## config.mk

```make
export PLATFORM = sky130hd
export DESIGN_NAME = cv32e40x_wb_writeback
export DESIGN_NICKNAME = d
export VERILOG_FILES = /design/src/rtl/cv32e40x_pkg.sv /design/src/rtl/cv32e40x_wb_writeback.sv
export SDC_FILE = /design/constraint.sdc
export NUM_CORES = 1
export LEC_CHECK = 0
export ABC_AREA = 1
export BUFFER_PORTS_ARGS = -buffer_cell sky130_fd_sc_hd__buf_2
export CORE_MARGIN = 2
export CORE_UTILIZATION = 30
export CTS_CLUSTER_SIZE = 8
export DETAILED_ROUTE_END_ITERATION = 6
export PLACE_DENSITY = 0.63
export SETUP_SLACK_MARGIN = 0.3
export SYNTH_ARGS = -nofsm -noshare
export SYNTH_HDL_FRONTEND = slang
export SYNTH_SLANG_ARGS = --single-unit
```

## constraint.sdc

```tcl
create_clock -name clk -period 1 [get_ports clk]
set_input_delay 0.15 -clock clk [delete_from_list [all_inputs] [get_ports clk]]
set_output_delay 0.15 -clock clk [all_outputs]
set_load 0.01 [all_outputs]
```

## src/rtl/cv32e40x_pkg.sv

```systemverilog
// -----------------------------------------------------------------------------
// cv32e40x_pkg
//   Shared types for the cv32e40x pipeline slice used by the writeback stage.
//   - ex_wb_pipe_t : EX/WB pipeline register contents.
//   - ctrl_fsm_t   : controller outputs consumed by WB (kill_wb, halt_wb).
//   - wb_state_e   : writeback LSU-response buffer FSM states.
//   - lsu_rsp_t    : one LSU response (load data plus bus error).
// -----------------------------------------------------------------------------
package cv32e40x_pkg;

    localparam int unsigned REGFILE_ADDR_W = 5;

    typedef struct packed {
        logic                        instr_valid;
        logic                        lsu_en;
        logic                        rf_we;
        logic [REGFILE_ADDR_W-1:0]   rf_waddr;
        logic [31:0]                 rf_wdata;
    } ex_wb_pipe_t;

    typedef struct packed {
        logic kill_wb;
        logic halt_wb;
    } ctrl_fsm_t;

    typedef enum logic {
        WB_RUN  = 1'b0,
        WB_HOLD = 1'b1
    } wb_state_e;

    typedef struct packed {
        logic [31:0] rdata;
        logic        err;
    } lsu_rsp_t;

    localparam lsu_rsp_t LSU_RSP_RESET = '{rdata: 32'h0, err: 1'b0};

endpackage

```

## src/rtl/cv32e40x_wb_writeback.sv

```systemverilog
// -----------------------------------------------------------------------------
// cv32e40x_wb_writeback
//   Writeback stage. Completes instructions from the EX/WB register, merges
//   LSU load data, drives the register-file write port (which doubles as the
//   WB forwarding path) and produces the wb_ready/wb_valid handshake.
//   A single-entry response buffer lets the LSU hand over its response even
//   while the controller halts WB or before the load reaches WB.
//
// Handshake: the LSU transfers a response on a cycle where lsu_valid_i is
//   high; WB only accepts it while lsu_ready_o is high, and the LSU must not
//   assert lsu_valid_i while lsu_ready_o is low. EX hands a new instruction to
//   WB on a cycle where wb_ready_o is high.
//
// Ports:
//   clk, rst_n        clock, asynchronous active-low reset
//   ex_wb_pipe_i      EX/WB pipeline register
//   ctrl_fsm_i        controller kill_wb / halt_wb
//   lsu_valid_i/rdata_i/err_i  LSU response
//   lsu_ready_o       WB can accept an LSU response (buffer empty)
//   rf_we/waddr/wdata_wb_o     register-file write port / forwarding value
//   lsu_exception_o   load/store bus error retires this cycle
//   wb_ready_o        WB can accept a new instruction from EX
//   wb_valid_o        instruction completes this cycle
//   retire_cnt_o      retired-instruction count
//
// Configuration:
//   CV32E40X_WB_RETIRE_CNT_EN  defined: 64-bit retire counter drives
//                              retire_cnt_o; undefined: retire_cnt_o = 0.
// -----------------------------------------------------------------------------
module cv32e40x_wb_writeback
    import cv32e40x_pkg::*;
#(
    parameter int unsigned RF_ADDR_W = 5
) (
    input  logic                 clk,
    input  logic                 rst_n,
    input  ex_wb_pipe_t          ex_wb_pipe_i,
    input  ctrl_fsm_t            ctrl_fsm_i,
    input  logic                 lsu_valid_i,
    input  logic [31:0]          lsu_rdata_i,
    input  logic                 lsu_err_i,
    output logic                 lsu_ready_o,
    output logic                 rf_we_wb_o,
    output logic [RF_ADDR_W-1:0] rf_waddr_wb_o,
    output logic [31:0]          rf_wdata_wb_o,
    output logic                 lsu_exception_o,
    output logic                 wb_ready_o,
    output logic                 wb_valid_o,
    output logic [63:0]          retire_cnt_o
);

    wb_state_e state_q, state_d;
    lsu_rsp_t  buf_q, buf_d;

    logic        kill_wb;
    logic        halt_wb;
    logic        lsu_en;
    logic        instr_valid;
    logic        rsp_valid;
    logic [31:0] rsp_rdata;
    logic        rsp_err;

    assign kill_wb     = ctrl_fsm_i.kill_wb;
    assign halt_wb     = ctrl_fsm_i.halt_wb;
    assign lsu_en      = ex_wb_pipe_i.lsu_en;
    assign instr_valid = ex_wb_pipe_i.instr_valid && !kill_wb && !halt_wb;

    // Response source: live LSU signals in RUN, the buffered copy in HOLD.
    always_comb begin
        rsp_valid = lsu_valid_i;
        rsp_rdata = lsu_rdata_i;
        rsp_err   = lsu_err_i;
        if (state_q == WB_HOLD) begin
            rsp_valid = 1'b1;
            rsp_rdata = buf_q.rdata;
            rsp_err   = buf_q.err;
        end
    end

    // Handshake and register-file outputs.
    always_comb begin
        lsu_ready_o     = (state_q == WB_RUN);
        wb_valid_o      = instr_valid && (!lsu_en || rsp_valid);
        wb_ready_o      = kill_wb ||
                          (!halt_wb && (!(ex_wb_pipe_i.instr_valid && lsu_en) || rsp_valid));
        // A load without data yet, or with a bus error, must not write the RF.
        rf_we_wb_o      = ex_wb_pipe_i.rf_we && instr_valid &&
                          !(lsu_en && (!rsp_valid || rsp_err));
        rf_waddr_wb_o   = ex_wb_pipe_i.rf_waddr;
        rf_wdata_wb_o   = lsu_en ? rsp_rdata : ex_wb_pipe_i.rf_wdata;
        lsu_exception_o = wb_valid_o && lsu_en && rsp_err;
    end

    // Buffer FSM: next state and buffer contents.
    always_comb begin
        state_d = state_q;
        buf_d   = buf_q;
        unique case (state_q)
            WB_RUN: begin
                // Response arrives but cannot be consumed now: park it.
                if (lsu_valid_i && (halt_wb || !ex_wb_pipe_i.instr_valid)) begin
                    state_d     = WB_HOLD;
                    buf_d.rdata = lsu_rdata_i;
                    buf_d.err   = lsu_err_i;
                end
            end
            WB_HOLD: begin
                // Consumed by the retiring load, or discarded by a kill.
                if (wb_valid_o || kill_wb) begin
                    state_d   = WB_RUN;
                    buf_d.err = 1'b0;
                end
            end
            default: begin
                state_d = WB_RUN;
                buf_d   = LSU_RSP_RESET;
            end
        endcase
    end

    always_ff @(posedge clk or negedge rst_n) begin
        if (!rst_n) begin
            state_q <= WB_RUN;
            buf_q   <= LSU_RSP_RESET;
        end else begin
            state_q <= state_d;
            buf_q   <= buf_d;
        end
    end

`ifdef CV32E40X_WB_RETIRE_CNT_EN
    logic [63:0] retire_cnt_q, retire_cnt_d;

    // Faulting loads complete but do not count as retired; wraps naturally.
    always_comb begin
        retire_cnt_d = retire_cnt_q;
        if (wb_valid_o && !lsu_exception_o) begin
            retire_cnt_d = retire_cnt_q + 64'd1;
        end
    end

    always_ff @(posedge clk or negedge rst_n) begin
        if (!rst_n) begin
            retire_cnt_q <= 64'd0;
        end else begin
            retire_cnt_q <= retire_cnt_d;
        end
    end

    assign retire_cnt_o = retire_cnt_q;
`else
    assign retire_cnt_o = '0;
`endif

    // The LSU must not present a new response while one is buffered.
    a_no_rsp_in_hold: assert property (
        @(posedge clk) disable iff (!rst_n)
        (state_q == WB_HOLD) |-> !lsu_valid_i
    );

    // The controller never kills a load that is still waiting on its response.
    a_no_kill_waiting_load: assert property (
        @(posedge clk) disable iff (!rst_n)
        ((state_q == WB_RUN) && ex_wb_pipe_i.instr_valid && lsu_en && !lsu_valid_i)
            |-> !kill_wb
    );

endmodule

```

==> run metrics <==
status=complete, but fails checks; violated checks=setup timing; clock skew=3.55 ps; Hold Path Stages=3; final setup fails=71; Skew-Pair Late Insertion Delay=280 ps; n_diodes=0; Util after Layout=38.9%; delay-heaviest family, CP=flip-flops; Port Buffers=109; drt wl/cell=11.3 um; Final Max Slew Viols=0; worst slack at placement=-262 ps; met2 wire len=3.26 mm; Crit-path slowest cell=dfrtp_2; Seq cells post-synth=34; vias in the first global route=2373; clk sink count=34; Die X=97.5 um; full die area=9500 um2; Final GP Congestion=0.801; Max FO, Critical Path=7; DP HPWL=5.11 mm; Synth Area per Inst=6.95 um2; CTS tree=yes; LEAKAGE=1.87 nW; power density over the cells=1350 nW/um2; flop2flop setup slack=-250 ps; post-route setup slack=-522 ps; Die Y=97.5 um; drt initial violations=51; Nets=568; CTS clk-pin slew, worst paths=70 ps; reg2reg end=buf_q[22]; worst vdd ir=0.543 mV; Post-Synthesis Cells=377; CP bufs+invs=3; DP Cell Count=590; via count=2590; row count=34; max_cap viols=0; IO Pins=184; commonest non-fill, non-tap cell in the layout=buf_2; unrepaired setup endpoints after global routing=true; RR Startpoint=state_q; synthesis-to-finish area growth=27.6%; Residual DRC=0; Fin. Hold Viols=0; Worst EP arrival=1370 ps; crit path launch type=flop; Post-Route M1 WL=2.99 mm; synthesized cell area=2620 um2; CTS max path bufs=2; sequential fraction of the synthesis area=32.5%; CTS H-tree depth=2; largest net degree at the start of global routing=35; worst-case reg-to-reg path depth=6; Fillers=913; CP required=850 ps; WL met3=475 um; root buf cell=clkbuf_8; Initial Utilization=30.5%; Synth cell types=16; Pwr Total=4.53 mW; critical path's largest stage delay=490 ps; vias per std cell=4.32; Max Freq=0.657 GHz; critical path, cell by cell=inv_8 -> buf_4 -> o21ai_0 -> o21ai_1 -> buf_2; gr usage total=14.1%; initial antenna violation count=0; Synthesis Warnings=0; hold crit path type=input pin to flop; Post-DRT Antenna Nets=0; Cell Count, Final, Fillers Out=599; total CTS buffers=5; min Tclk post-route=1520 ps; layout cells sized above 1=32.2%; period utilization=152%; total grt overflow=0; Crit. End Element=output pin; critical path class=flop to output pin; WL final=6.80 mm; first-pass GRT wire length=11.1 mm; hold path endpoint=buf_q[1]; commonest non-fill, non-tap cells in the layout=buf_2 (107), nand2_1 (100), conb_1 (64); First-pass DRT Iterations=4; min-delay src=lsu_rdata_i[0]; highest routed layer=met4; Post-CTS Setup Bufs=0; core area=8590 um2
where the power goes:
part / total [mW] / leakage (nW) / internal, mW / switching, mW
sequential: 1.81 / 0.420 / 1.65 / 0.158
combinational: 1.66 / 1.40 / 0.708 / 0.948
clock: 1.06 / 0.0482 / 0.556 / 0.506
how the worst max path moves through the flow:
stage                     startpoint           endpoint  slack (ps)  depth (start not counted)
final                        state_q   rf_wdata_wb_o[0]        -520                          5
after global routing         state_q  rf_wdata_wb_o[29]        -620                          5
after CTS                    state_q  rf_wdata_wb_o[18]        -540                          5
after detailed placement     state_q  rf_wdata_wb_o[22]        -260                          4
after global placement       state_q  rf_wdata_wb_o[23]        -240                          4
after floorplan              state_q  rf_wdata_wb_o[25]        -110                          5
through the flow:
step / setup TNS, ps / hold slack, ps / cell area [um2]
2_1_floorplan: -4450 / -146 / 2940
3_3_place_gp: -13530 / 120 / 3210
3_5_place_dp: -14710 / 120 / 3210
4_1_cts: -26820 / 98.6 / 3330
5_1_grt: -31750 / 109 / 3340
6_report: -25800 / 109 / 3340
kinds of logic (layout without fill, tap and decap cells):
group | count (synthesis) | in the layout | synth area share [%]
compound gates | 67 | 67 | 12.8
buf+inv | 98 | 149 | 26.4
flops | 34 | 34 | 32.5
other cells | 1 | 64 | 0.143
simple gates | 177 | 177 | 28.2
area by class of cell:
| cell class | count | area (um2) | share of cell area [%] |
|---|---|---|---|
| well taps | 108 | 135 | 4.04 |
| clock buffers | 7 | 86.3 | 2.58 |
| clock inverters | 1 | 5.00 | 0.150 |
| flip-flops and latches | 34 | 852 | 25.5 |
| repair buffers | 134 | 863 | 25.8 |
| multi-input cells | 308 | 1370 | 40.9 |
| inverters | 7 | 33.8 | 1.01 |
worst register-to-register path, cell delays in order, from the launching register on:
cell	delay, ps
dfrtp_2	490
buf_4	180
nor2_8	120
nand2_4	70
buf_12	160
nand2_1	70
nand2_1	60
state kept, by name (all words and copies together), names as in the netlist:
| signal | flops |
|---|---|
| buf_q | 33 |
| state_q | 1 |
timing repair:
action | 4_1_cts | 5_1_grt
endpoints found under the hold margin | 34 | 0
resized for setup | 11 | 6
pin swaps | 2 | 3
hold buffers | 1 | 0
endpoints found under the setup margin | 71 | 71
synth_stat cells (all sizes together):
cell	n	area, um2
dfrtp	34	851
nor2b	1	6.26
o21ai	67	335
conb	1	3.75
nand3	36	180
nor2	37	155
inv	7	28.8
nand2	103	397
buf	91	663
layer usage:
| metal | vias up | global-route usage, % |
|---|---|---|
| met5 | - | 0 |
| met4 | 0 | 3.53 |
| met3 | 9 | 3.60 |
| met2 | 108 | 23.4 |
| met1 | 1169 | 18.5 |
| li1 | 1304 | - |
(Power assumes the default switching activity.)
